### config.mk
export PLATFORM = sky130hd
export DESIGN_NAME = axis_frame_packetizer
export DESIGN_NICKNAME = d
export VERILOG_FILES = /design/src/rtl/axis_common_pkg.sv /design/src/rtl/axis_sync_fifo.sv /design/src/rtl/axis_frame_packetizer.sv
export SDC_FILE = /design/constraint.sdc
export NUM_CORES = 1
export LEC_CHECK = 0
export CAP_MARGIN = 20
export CORE_MARGIN = 2
export CORE_UTILIZATION = 55
export CTS_BUF_LIST = sky130_fd_sc_hd__clkbuf_8
export DETAILED_ROUTE_END_ITERATION = 16
export PLACE_DENSITY_LB_ADDON = 0.15
export SETUP_SLACK_MARGIN = 0.5
export SLEW_MARGIN = 20
export SYNTH_ARGS = -nofsm -noshare
export SYNTH_HDL_FRONTEND = slang
export SYNTH_SLANG_ARGS = --single-unit
### constraint.sdc
create_clock -name aclk -period 4.7 [get_ports aclk]
set_clock_uncertainty 0.1 [all_clocks]
set_input_delay 0.94 -clock aclk [delete_from_list [all_inputs] [get_ports aclk]]
set_output_delay 0.94 -clock aclk [all_outputs]
set_load 0.02 [all_outputs]
### src/rtl/axis_common_pkg.sv
// -----------------------------------------------------------------------------
// axis_common_pkg
// Shared definitions for the AXI4-Stream sample blocks.
//   - pk_state_e : packetizer FSM encoding (IDLE=0, RUN=1, STOPPING=2)
//   - Beat layout stored in stream FIFOs: {last, data}, last is the MSB.
// -----------------------------------------------------------------------------
package axis_common_pkg;

    typedef enum logic [1:0] {
        ST_IDLE     = 2'd0,
        ST_RUN      = 2'd1,
        ST_STOPPING = 2'd2
    } pk_state_e;

    // Width of a stored beat for a given data width: data plus the last flag.
    function automatic int beat_width(input int data_width);
        return data_width + 1;
    endfunction

endpackage

### src/rtl/axis_sync_fifo.sv
// -----------------------------------------------------------------------------
// axis_sync_fifo
// Single-clock FIFO with storage held in a memory array only.
// Ports:
//   clk, rst_n       : clock, asynchronous active-low reset (pointers only)
//   wr_en, wr_data   : write request and data (ignored when full without read)
//   rd_en, rd_data   : read request; rd_data shows the head entry
//   full, empty      : occupancy flags
//   level            : number of stored entries (0 .. 2^DEPTH_LOG2)
// -----------------------------------------------------------------------------
module axis_sync_fifo #(
    parameter int WIDTH      = 17,
    parameter int DEPTH_LOG2 = 4
) (
    input  logic                  clk,
    input  logic                  rst_n,
    input  logic                  wr_en,
    input  logic [WIDTH-1:0]      wr_data,
    input  logic                  rd_en,
    output logic [WIDTH-1:0]      rd_data,
    output logic                  full,
    output logic                  empty,
    output logic [DEPTH_LOG2:0]   level
);

    localparam int DEPTH = 1 << DEPTH_LOG2;
    localparam logic [DEPTH_LOG2:0] PTR_ONE   = {{DEPTH_LOG2{1'b0}}, 1'b1};
    localparam logic [DEPTH_LOG2:0] PTR_ZERO  = {(DEPTH_LOG2+1){1'b0}};
    localparam logic [DEPTH_LOG2:0] LVL_FULL  = {1'b1, {DEPTH_LOG2{1'b0}}};

    logic [WIDTH-1:0]      mem_q [DEPTH];
    logic [DEPTH_LOG2:0]   wr_ptr_q, wr_ptr_d;
    logic [DEPTH_LOG2:0]   rd_ptr_q, rd_ptr_d;
    logic                  wr_go_s, rd_go_s;

    // Pointers carry one extra wrap bit so full and empty are distinguishable.
    assign level   = wr_ptr_q - rd_ptr_q;
    assign full    = (level == LVL_FULL);
    assign empty   = (level == PTR_ZERO);
    assign rd_data = mem_q[rd_ptr_q[DEPTH_LOG2-1:0]];

    // Qualify requests and advance pointers; a write into a full FIFO is legal only alongside a read.
    always_comb begin
        rd_go_s  = rd_en && !empty;
        wr_go_s  = wr_en && (!full || rd_go_s);
        wr_ptr_d = wr_ptr_q;
        rd_ptr_d = rd_ptr_q;
        if (wr_go_s) begin
            wr_ptr_d = wr_ptr_q + PTR_ONE;
        end else begin
            wr_ptr_d = wr_ptr_q;
        end
        if (rd_go_s) begin
            rd_ptr_d = rd_ptr_q + PTR_ONE;
        end else begin
            rd_ptr_d = rd_ptr_q;
        end
    end

    // Pointer registers.
    always_ff @(posedge clk or negedge rst_n) begin
        if (!rst_n) begin
            wr_ptr_q <= PTR_ZERO;
            rd_ptr_q <= PTR_ZERO;
        end else begin
            wr_ptr_q <= wr_ptr_d;
            rd_ptr_q <= rd_ptr_d;
        end
    end

    // Storage array; contents are only meaningful between the pointers, so no reset.
    always_ff @(posedge clk) begin
        if (wr_go_s) begin
            mem_q[wr_ptr_q[DEPTH_LOG2-1:0]] <= wr_data;
        end
    end

endmodule

### src/rtl/axis_frame_packetizer.sv
// -----------------------------------------------------------------------------
// axis_frame_packetizer
// Captures an un-throttled sample strobe into a FIFO and emits AXIS frames of
// a programmable length, tlast on the final sample of each frame.
// Ports:
//   aclk, resetn           : clock, asynchronous active-low reset
//   sample_data/valid      : free-running sample source (no backpressure)
//   enable                 : packetize request; frames are never truncated
//   frame_length           : samples per frame, latched at each frame start
//   overflow_clear         : clears the sticky overflow flag (set wins)
//   m_axis_tdata/tvalid/tlast/tready : AXIS master
//   overflow               : at least one sample dropped
//   fifo_level             : entries in FIFO memory (output register excluded)
// -----------------------------------------------------------------------------
module axis_frame_packetizer
    import axis_common_pkg::*;
#(
    parameter int inout_width        = 16,
    parameter int fifo_depth_log2    = 4,
    parameter int frame_length_width = 16
) (
    input  logic                          aclk,
    input  logic                          resetn,
    input  logic [inout_width-1:0]        sample_data,
    input  logic                          sample_valid,
    input  logic                          enable,
    input  logic [frame_length_width-1:0] frame_length,
    input  logic                          overflow_clear,
    output logic [inout_width-1:0]        m_axis_tdata,
    output logic                          m_axis_tvalid,
    output logic                          m_axis_tlast,
    input  logic                          m_axis_tready,
    output logic                          overflow,
    output logic [fifo_depth_log2:0]      fifo_level
);

    localparam int BEAT_W = beat_width(inout_width);
    localparam logic [frame_length_width-1:0] LEN_ZERO = {frame_length_width{1'b0}};
    localparam logic [frame_length_width-1:0] LEN_ONE  = {{(frame_length_width-1){1'b0}}, 1'b1};

    pk_state_e                     state_q, state_d;
    logic [frame_length_width-1:0] cnt_q, cnt_d;
    logic [frame_length_width-1:0] len_q, len_d;
    logic                          overflow_q, overflow_d;
    logic [inout_width-1:0]        tdata_q, tdata_d;
    logic                          tlast_q, tlast_d;
    logic                          tvalid_q, tvalid_d;

    logic                          fifo_full_s, fifo_empty_s;
    logic                          fifo_wr_s, fifo_rd_s;
    logic                          active_s, space_s, drop_s, last_s;
    logic [BEAT_W-1:0]             wr_beat_s, rd_beat_s;

    axis_sync_fifo #(
        .WIDTH      (BEAT_W),
        .DEPTH_LOG2 (fifo_depth_log2)
    ) u_fifo (
        .clk     (aclk),
        .rst_n   (resetn),
        .wr_en   (fifo_wr_s),
        .wr_data (wr_beat_s),
        .rd_en   (fifo_rd_s),
        .rd_data (rd_beat_s),
        .full    (fifo_full_s),
        .empty   (fifo_empty_s),
        .level   (fifo_level)
    );

    // Write/read qualification: the output register pulls from memory whenever it is free or being drained.
    always_comb begin
        active_s  = (state_q != ST_IDLE);
        fifo_rd_s = !fifo_empty_s && (!tvalid_q || m_axis_tready);
        space_s   = !fifo_full_s || fifo_rd_s;
        fifo_wr_s = active_s && sample_valid && space_s;
        drop_s    = active_s && sample_valid && !space_s;
        // Lengths 0 and 1 both mean a one-sample frame.
        if (len_q <= LEN_ONE) begin
            last_s = 1'b1;
        end else begin
            last_s = (cnt_q == (len_q - LEN_ONE));
        end
        wr_beat_s = {last_s, sample_data};
    end

    // Frame counter and FSM; leaving RUN looks at the post-write count so a frame just started is finished.
    always_comb begin
        cnt_d   = cnt_q;
        len_d   = len_q;
        state_d = state_q;
        if (fifo_wr_s) begin
            if (last_s) begin
                cnt_d = LEN_ZERO;
                len_d = frame_length;
            end else begin
                cnt_d = cnt_q + LEN_ONE;
            end
        end else begin
            cnt_d = cnt_q;
        end
        case (state_q)
            ST_IDLE: begin
                if (enable) begin
                    state_d = ST_RUN;
                    cnt_d   = LEN_ZERO;
                    len_d   = frame_length;
                end else begin
                    state_d = ST_IDLE;
                end
            end
            ST_RUN: begin
                if (!enable) begin
                    state_d = (cnt_d == LEN_ZERO) ? ST_IDLE : ST_STOPPING;
                end else begin
                    state_d = ST_RUN;
                end
            end
            ST_STOPPING: begin
                if (fifo_wr_s && last_s) begin
                    state_d = ST_IDLE;
                end else begin
                    state_d = ST_STOPPING;
                end
            end
            default: begin
                state_d = ST_IDLE;
            end
        endcase
    end

    // Sticky overflow and output register.
    always_comb begin
        overflow_d = overflow_q;
        tdata_d    = tdata_q;
        tlast_d    = tlast_q;
        tvalid_d   = tvalid_q;
        if (drop_s) begin
            overflow_d = 1'b1;
        end else if (overflow_clear) begin
            overflow_d = 1'b0;
        end else begin
            overflow_d = overflow_q;
        end
        if (fifo_rd_s) begin
            tdata_d  = rd_beat_s[inout_width-1:0];
            tlast_d  = rd_beat_s[BEAT_W-1];
            tvalid_d = 1'b1;
        end else if (tvalid_q && m_axis_tready) begin
            tvalid_d = 1'b0;
        end else begin
            tvalid_d = tvalid_q;
        end
    end

    // State registers.
    always_ff @(posedge aclk or negedge resetn) begin
        if (!resetn) begin
            state_q    <= ST_IDLE;
            cnt_q      <= LEN_ZERO;
            len_q      <= LEN_ZERO;
            overflow_q <= 1'b0;
            tdata_q    <= {inout_width{1'b0}};
            tlast_q    <= 1'b0;
            tvalid_q   <= 1'b0;
        end else begin
            state_q    <= state_d;
            cnt_q      <= cnt_d;
            len_q      <= len_d;
            overflow_q <= overflow_d;
            tdata_q    <= tdata_d;
            tlast_q    <= tlast_d;
            tvalid_q   <= tvalid_d;
        end
    end

    assign m_axis_tdata  = tdata_q;
    assign m_axis_tlast  = tlast_q;
    assign m_axis_tvalid = tvalid_q;
    assign overflow      = overflow_q;

endmodule

==> results_dict.tcl, run 1 <==
set metrics [dict create \
    synthFlopType "edfxtp_1" \
    grt_pass1_wl_mm 46.5 \
    period_share_pct 85.4 \
    via_per_inst 6.06 \
    cts_resized 0 \
    post-dp-hpwl_mm 18.6 \
    yosysWarnings 0 \
    ys_async_sr_fraction_pct 18.8 \
    cts_tree "done" \
    cts_buffer_depth 3 \
    timing.critical_path.from "u_fifo.wr_ptr_q[0]" \
    design_area_um2 16300 \
    power_leakage_nw 5.59 \
    critPathKind "reg2out" \
    fin_tns_setup_ns 0 \
    clock_insertion_delay_worst_skew_ns 0.57 \
    synth_edf_count 272 \
    seqPwrFrac_pct 41.2 \
    synthCells 788 \
    drv_cap 0 \
    wl_mm 30.1 \
    core.rowCount 58 \
    min_period_ns 4.01 \
    end_kind "output port" \
    firstDrtPassIters 5 \
    overflow 0 \
    rsz0062_at_grt "false" \
    drt_iter0_drc 699 \
    placed_area_um2 15300 \
    worstPathArrival_ns 2.97 \
    fmax_mhz 249 \
    ys_ff_latch 335 \
    dp_slack_ns 0.522 \
    finalNetCount 941 \
    ios 62 \
    cts_root_buffer "clkbuf_8" \
    grtUsageTotal_pct 23.3 \
    status "completed" \
    yosys.area.top_type "edfxtp_1" \
    clk_pin_slew_worst_paths_ns 0.06 \
    die_w_um 165 \
    cts_sinks 335 \
    power.internal_mw 6.39 \
    tightest_slew_ns 1.05 \
    die_area_um2 27200 \
    ir_drop_uv 693 \
    powerDensity_nw_per_um2 580 \
    port_buffers 61 \
    cts_buffers 54 \
    syn_area_um2 14200 \
    slew_violations 0 \
    drive_gt1_share_pct 24.3 \
    switching_share_pct 32.2 \
    grt_pass1_vias 7992 \
    areaGrowthSynthToFinish_pct 14.2 \
    htree_levels 2 \
    relSlewSlack_pct 30.0 \
    ctsHoldBuffers 0 \
    postRouteAntennaNets 0 \
    start_util_pct 56.2 \
    crit_path_max_fanout 4 \
    via_count 7627 \
    worstReg2RegStart "u_fifo.wr_ptr_q[0]" \
    grt_max_degree 71 \
    synth_cell_types 63 \
    hold_violations 0 \
    hp-class "in2async" \
    fp.dieH_um 165 \
    setup_violations 0 \
    diodes 0 \
    drt-wirelength-per-cell_um 23.9 \
    layout_setup_ws_ns 0.686 \
    antenna_found_initial 0 \
    drc 0 \
    startpoint_type "flop" \
    cts_setup_buffers 0 \
    gp_congestion 0.793 \
    worstPathRequired_ns 3.66 \
    p_sw_mw 3.04 \
    comb_power_share_pct 35.2 \
    clkPwrFrac_pct 23.6 \
    power.total_mw 9.43 \
    seq_area_frac_synth_pct 68.5 \
    synth_top_area_share_pct 57.4 \
    syn_area_per_cell_um2 18.1 \
    synth_area_leaders "edfxtp_1, mux4_2, dfrtp_1" \
    syn-num-nets 839 \
    coreArea_um2 25300 \
]
-- power groups by stage --
stage               sequential (mW)  clock, mW  combinational, mW
floorplan                      3.90          0               2.33
global placement               3.92          0               3.28
detailed placement             3.93          0               3.37
CTS                            3.88       2.29               3.38
global route                   3.92       2.41               3.59
finish                         3.88       2.22               3.32
-- cell type report --
cell class                      count  area, um2
Sequential cell                   335       9750
Fill cell                        1787       9070
Multi-Input combinational cell    397       4250
Timing Repair Buffer               89        831
Clock buffer                       58        798
Tap cell                          330        413
Clock inverter                     37        158
Inverter                           13       48.8
-- through the flow --
| stage | std cells | hold WS [ns] | util, % |
|---|---|---|---|
| final | 1259 | 0.386 | 64.2 |
| after global routing | 1259 | 0.422 | 64.2 |
| after CTS | 1259 | 0.405 | 64.2 |
| after detailed placement | 1164 | 0.392 | 60.4 |
| after global placement | 1164 | 0.383 | 60.4 |
| after floorplan | 788 | 0.360 | - |
-- worst max-delay path, stage by stage (launching register included) --
cell	delay (ns)
dfrtp_1	0.39
inv_1	0.12
ha_1	0.22
fa_1	0.41
nand2b_1	0.16
o2bb2ai_1	0.16
xor2_1	0.28
clkdlybuf4s50_1	0.67
-- synth_stat cells, types with 11 or more instances --
| master | n |
|---|---|
| nand2_1 | 23 |
| nand3_1 | 16 |
| dfrtp_1 | 63 |
| a21oi_1 | 11 |
| xnor2_1 | 33 |
| xor2_1 | 17 |
| inv_1 | 12 |
| mux2_4 | 14 |
| ha_1 | 12 |
| edfxtp_1 | 272 |
| mux4_2 | 85 |
| nor2_1 | 44 |
| nor3_1 | 12 |
| clkbuf_1 | 27 |
| mux2_2 | 19 |
-- routing by layer --
layer / part of all wire, % / GRT usage [%]
met2: 49 / 37.4
met3: 5.8 / 3.74
met1: 44 / 33.6
met4: 1.9 / 6.40
met5: 0 / 0
-- cells in the final DEF (no fill, tap or decap), types with 3 or more instances in the layout --
cell             count
a21oi_1             11
a31oi_1              4
and2_1               9
and3_1               6
and4_1               5
buf_4               28
clkbuf_8            58
clkdlybuf4s50_1     60
clkinv_1            10
dfrtp_1             61
edfxtp_1           272
ha_1                12
inv_1               36
mux2_2              19
mux2_4              14
mux2i_1              4
mux4_2              85
nand2_1             23
nand2b_1             4
nand3_1             16
nand4_1              7
nand4b_1             3
nor2_1              44
nor2b_1              4
nor3_1              12
nor4_1              10
o21a_1               3
o21ai_0              9
or3_1                4
xnor2_1             33
xor2_1              17
-- flip-flops by register name, summed over array words and instances, names as in the netlist --
signal and cells:
cnt_q 16, len_q 16, m_axis_tdata 16, m_axis_tlast 1, m_axis_tvalid 1, overflow 1, state_q 2, u_fifo.mem_q 272
u_fifo.rd_ptr_q 5, u_fifo.wr_ptr_q 5
-- cells by family after synthesis --
family | count (synthesis) | share of synthesized area (%)
mux | 123 | 16.8
fa+ha+maj | 13 | 1.20
compound gates | 50 | 2.55
flops | 335 | 68.5
simple gates | 161 | 6.20
xor+xnor | 50 | 3.08
buf+inv | 56 | 1.69
-- path summary, 6_finish.rpt --
check	to	slack, ns	depth (start not counted)
worst max-delay path	fifo_level[4]	0.69	7
worst min-delay path	m_axis_tdata[12]	0.39	1
worst max register to register	u_fifo.mem_q[1][9]	0.77	9
worst min register to register	u_fifo.wr_ptr_q[4]	0.40	1
max in group asynchronous	u_fifo.rd_ptr_q[0]	3.40	1
min in group aclk	u_fifo.wr_ptr_q[4]	0.40	1
No activity file was read; power rests on OpenSTA's default activity.
==> inputs of run 2 (changes only) <==
==> constraint.sdc (replaced) <==
create_clock -name aclk -period 4.7 [get_ports aclk]
set_clock_uncertainty 0.1 [all_clocks]
set_input_delay 1.175 -clock aclk [delete_from_list [all_inputs] [get_ports aclk]]
set_output_delay 1.175 -clock aclk [all_outputs]
set_load 0.02 [all_outputs]
==> run 2 against run 1 <==
Setup slack gained 0.050 ns. Critical path depth shrank 1. Sequential power is essentially flat. Non-clock buffer count grew 1. Sequential share of layout area shrank 0.20 points. Clock-buffer cell count is the same. Critical path type unchanged.
==> results_dict.tcl, run 2 (synthesis gave the netlist of run 1 again) <==
set metrics [dict create \
    status "completed" \
    overflow 0 \
    min_period_ns 3.96 \
    die_w_um 165 \
    final_common_cell "edfxtp_1" \
    drv_cap 0 \
    cts_tree "done" \
    clk_pin_slew_worst_paths_ns 0.06 \
    crit_path_max_fanout 3 \
    worstPathArrival_ns 2.69 \
    fp.dieH_um 165 \
    largest_reg_flops 272 \
    relSlewSlack_pct 31.1 \
    tightest_slew_ns 1.03 \
    htree_levels 2 \
    cts_setup_buffers 0 \
    rsz0062_at_grt "false" \
    gp_congestion 0.821 \
    coreArea_um2 25300 \
    port_buffers 61 \
    register_area_um2 9750 \
    firstDrtPassIters 5 \
    grt_max_degree 71 \
    drc 0 \
    cts_sinks 335 \
    met1_usage_pct 32.8 \
    slew_violations 0 \
    wl_mm 29.3 \
    end_kind "output port" \
    multi_input_area_um2 4250 \
    use_met2_pct 35.5 \
    hold_violations 0 \
    cts_root_buffer "clkbuf_8" \
    cts_buffer_depth 3 \
    power_leakage_nw 5.61 \
    setup_violations 0 \
    via_count 7534 \
    antenna_found_initial 0 \
    worstPathRequired_ns 3.42 \
    ctsHoldBuffers 0 \
    layout_common_cells "edfxtp_1, mux4_2, dfrtp_1, clkdlybuf4s50_1, clkbuf_8" \
    grt_use_met3_pct 4.09 \
    powerDensity_nw_per_um2 584 \
    fmax_mhz 252 \
    drt_iter0_drc 696 \
    start_util_pct 56.2 \
    postRouteAntennaNets 0 \
    gr-max-usage-layer "met2" \
    grt_pass1_vias 7775 \
    grtUsageTotal_pct 22.6 \
    diodes 0 \
    fin_tns_setup_ns 0 \
    drive_gt1_share_pct 25.5 \
    finalNetCount 941 \
    critPathKind "reg2out" \
    die_area_um2 27200 \
    ios 62 \
    utilization_pct 64.4 \
    period_share_pct 84.3 \
    areaGrowthSynthToFinish_pct 14.6 \
    clock_insertion_delay_worst_skew_ns 0.57 \
    grt_pass1_wl_mm 45.1 \
    startpoint_type "flop" \
    hp-class "reg2reg" \
    drt-wirelength-per-cell_um 23.2 \
    core.rowCount 58 \
    power.total_mw 9.52 \
    via_per_inst 5.98 \
    cts_buffers 53 \
    ir_drop_uv 738 \
    fillers 1764 \
    post-dp-hpwl_mm 18.0 \
]
==> run 2: cell types whose count changed in the layout (fill, tap and decap cells not counted), sizes merged <==
cell           previous run  this run
clkinvlp                  0         1
inv                      39        28
bufinv                    0         2
buf                      29        30
clkinv                   11        19
clkdlybuf4s50            60        59
dlygate4sd2               0         1
==> run 2: metal layers <==
layer	share of wire [%]	wire (um)
met1	44	12900
met3	5.8	1700
met4	1.6	479
met2	48	14200
met5	0	0
==> run 2: layout make-up <==
cell class	count	area share [%]
clock buffer	58	4.90
clock inverter	37	1.35
inverter	13	0.299
multi-input combinational	397	26.1
sequential	335	59.8
tap	330	2.53
timing repair buffer	90	5.06
==> run 2: report_power, final <==
group	total, mW	internal [mW]	switching, mW
Combinational	3.28	1.66	1.63
Clock	2.35	1.25	1.10
Sequential	3.89	3.58	0.310
==> run 2: path summary, 6_finish.rpt <==
kind                                 endpoint  cells after the start  slack, ns          startpoint
max in group asynchronous  u_fifo.rd_ptr_q[0]                      1       3.15              resetn
max                             fifo_level[4]                      6       0.74  u_fifo.rd_ptr_q[0]
min in group asynchronous    m_axis_tdata[11]                      1       0.63              resetn
min reg2reg                u_fifo.wr_ptr_q[4]                      1       0.40  u_fifo.wr_ptr_q[4]
min                        u_fifo.wr_ptr_q[4]                      1       0.40  u_fifo.wr_ptr_q[4]
max reg2reg                         len_q[15]                      9       0.97  u_fifo.rd_ptr_q[0]
==> run 2: worst max-delay path, stage by stage, from the launching register on <==
cell,delay (ns)
dfrtp_4,0.51
ha_1,0.24
fa_1,0.41
nand2b_1,0.17
o2bb2ai_1,0.16
xor2_1,0.26
dlygate4sd2_1,0.38
==> run 2: timing repair <==
item                                   in CTS  in global routing
endpoints found under the hold margin       0                  0
resized for setup                           1                  0
setup endpoints to repair                   1                  0
==> run 2: through the flow <==
stage	hold slack [ns]	std cells	cell area, um2	setup WS [ns]
after global placement	0.383	1165	15300	0.685
after CTS	0.397	1260	16300	0.697
after global routing	0.413	1260	16300	0.524
final	0.396	1260	16300	0.736
after detailed placement	0.389	1165	15300	0.588
after floorplan	0.360	788	14200	0.855
==> inputs of run 3 (changes only) <==
Clock period 4.7 ns to 3.9 ns, I/O delays scaled along.
==> run 3 against run 2 <==
Clock-buffer cell count fell by 2. Sequential share of layout area shrank 0.17 points. Die area unchanged. Largest cell class unchanged. Critical endpoint unchanged.
==> results_dict.tcl, run 3 (synthesis gave the netlist of run 1 again) <==
set metrics [dict create \
    powerDensity_nw_per_um2 712 \
    fmax_mhz 298 \
    via_per_inst 6.09 \
    relSlewSlack_pct 29.4 \
    fillers 1745 \
    grt_max_degree 71 \
    post-dp-hpwl_mm 18.6 \
    clock_insertion_delay_worst_skew_ns 0.58 \
    ff2ff_setup_slack_ns 0.58 \
    ios 62 \
    cts_root_buffer "clkbuf_8" \
    largest_reg_flops 272 \
    firstDrtPassIters 5 \
    finalNetCount 935 \
    wl_mm 29.8 \
    dp_slack_ns 0.332 \
    die_w_um 165 \
    fin_tns_setup_ns 0 \
    ir_drop_uv 712 \
    via_count 7651 \
    slew_violations 0 \
    layout_setup_ws_ns 0.549 \
    cts_tree "done" \
    rsz0062_at_grt "true" \
    drt_iter0_drc 688 \
    status "completed" \
    worstPathArrival_ns 2.28 \
    register_area_um2 9750 \
    worstHoldPathCells 1 \
    hold_violations 0 \
    htree_levels 2 \
    drv_cap 0 \
    layout_common_cells "edfxtp_1, mux4_2, dfrtp_1, clkbuf_8, clkdlybuf4s50_1" \
    power_leakage_nw 5.61 \
    coreArea_um2 25300 \
    multi_input_area_um2 4350 \
    drt-wirelength-per-cell_um 23.7 \
    port_buffers 61 \
    hp-class "reg2reg" \
    critPathKind "reg2out" \
    cts_sinks 335 \
    worstReg2RegStart "u_fifo.rd_ptr_q[0]" \
    cts_buffers 53 \
    end_kind "output port" \
    startpoint_type "flop" \
    core.rowCount 58 \
    worst_r2r_endpoint "state_q[1]" \
    crit_path_max_fanout 2 \
    diodes 0 \
    period_share_pct 85.9 \
    min_period_ns 3.35 \
    start_util_pct 56.2 \
    grt_pass1_wl_mm 45.7 \
    grt_pass1_vias 7746 \
    drc 0 \
    postRouteAntennaNets 0 \
    antenna_found_initial 2 \
    grtUsageTotal_pct 22.8 \
    worst_hold_path.endpoint "u_fifo.wr_ptr_q[4]" \
    areaGrowthSynthToFinish_pct 15.0 \
    setup_violations 0 \
    die_area_um2 27200 \
    final_common_cell "edfxtp_1" \
    cts_buffer_depth 3 \
    overflow 0 \
    hold_path.startpoint "u_fifo.wr_ptr_q[4]" \
    tightest_slew_ns 1.06 \
    clk_pin_slew_worst_paths_ns 0.06 \
    fp.dieH_um 165 \
    gp_congestion 0.886 \
    worstPathRequired_ns 2.82 \
    drive_gt1_share_pct 27.8 \
    worstRegToRegCells 11 \
]
==> run 3: changes by cell type in the layout (fill, tap and decap cells not counted), moves of 4 or more <==
| cell | delta |
|---|---|
| and2_2 | +4 |
| and2_4 | +4 |
| and3_1 | -4 |
| and3_2 | +4 |
| inv_1 | +7 |
| buf_4 | -12 |
| and2_1 | -8 |
| buf_6 | +5 |
==> run 3: timing repair <==
item,4_1_cts,5_1_grt
gates resized for setup,12,24
pin swaps,1,5
buffers inserted,3,2
setup endpoints to repair,40,262
hold buffers,0,0
==> run 3: worst max-delay path by stage <==
| stage | endpoint | cells past startpoint | slack, ns | start |
|---|---|---|---|---|
| after global routing | u_fifo.mem_q[1][1] | 8 | 0.47 | u_fifo.rd_ptr_q[0] |
| after CTS | fifo_level[4] | 6 | 0.36 | u_fifo.rd_ptr_q[0] |
| final | fifo_level[4] | 6 | 0.55 | u_fifo.rd_ptr_q[0] |
| after floorplan | u_fifo.mem_q[12][0] | 10 | 0.46 | u_fifo.rd_ptr_q[2] |
| after global placement | state_q[1] | 10 | 0.38 | m_axis_tready |
| after detailed placement | state_q[1] | 10 | 0.33 | m_axis_tready |
==> run 3: per-layer routing <==
layer	vias up	share of wire, %	track usage (%)
met3	50	7.5	4.92
met1	3972	44	33.9
met4	2	1.8	5.73
met5	-	0.023	0
met2	298	47	35.1
li1	3329	-	-
==> run 3: power breakdown <==
| part | internal, mW | leakage, nW | switching (mW) |
|---|---|---|---|
| registers | 4.31 | 3.22 | 0.356 |
| clock network | 1.40 | 0.593 | 1.33 |
| logic | 2.13 | 1.80 | 2.11 |
| total | 7.84 | 5.61 | 3.80 |
==> run 3: stage by stage <==
step,area (um2),hold slack [ns],cells,power [mW],utilization (%)
2_1_floorplan,14300,0.360,788,7.53,-
3_3_place_gp,15300,0.380,1154,8.75,60.2
3_5_place_dp,15300,0.377,1154,8.85,60.2
4_1_cts,16300,0.389,1254,11.6,64.2
5_1_grt,16400,0.416,1256,12.2,64.6
6_report,16400,0.383,1256,11.6,64.6
==> run 3: layout make-up <==
class                      count  area share, %
clock buffer                  56           4.71
clock inverter                41           1.27
inverter                      13          0.298
multi-input combinational    397           26.6
sequential                   335           59.6
tap                          330           2.52
timing repair buffer          84           4.99
==> run 3: worst max-delay path, cell delays in order (launching register included) <==
cell and delay (ns):
dfrtp_4 0.49, ha_4 0.17, fa_2 0.41, nand2b_4 0.16, o2bb2ai_4 0.15, xor2_2 0.18, buf_6 0.14
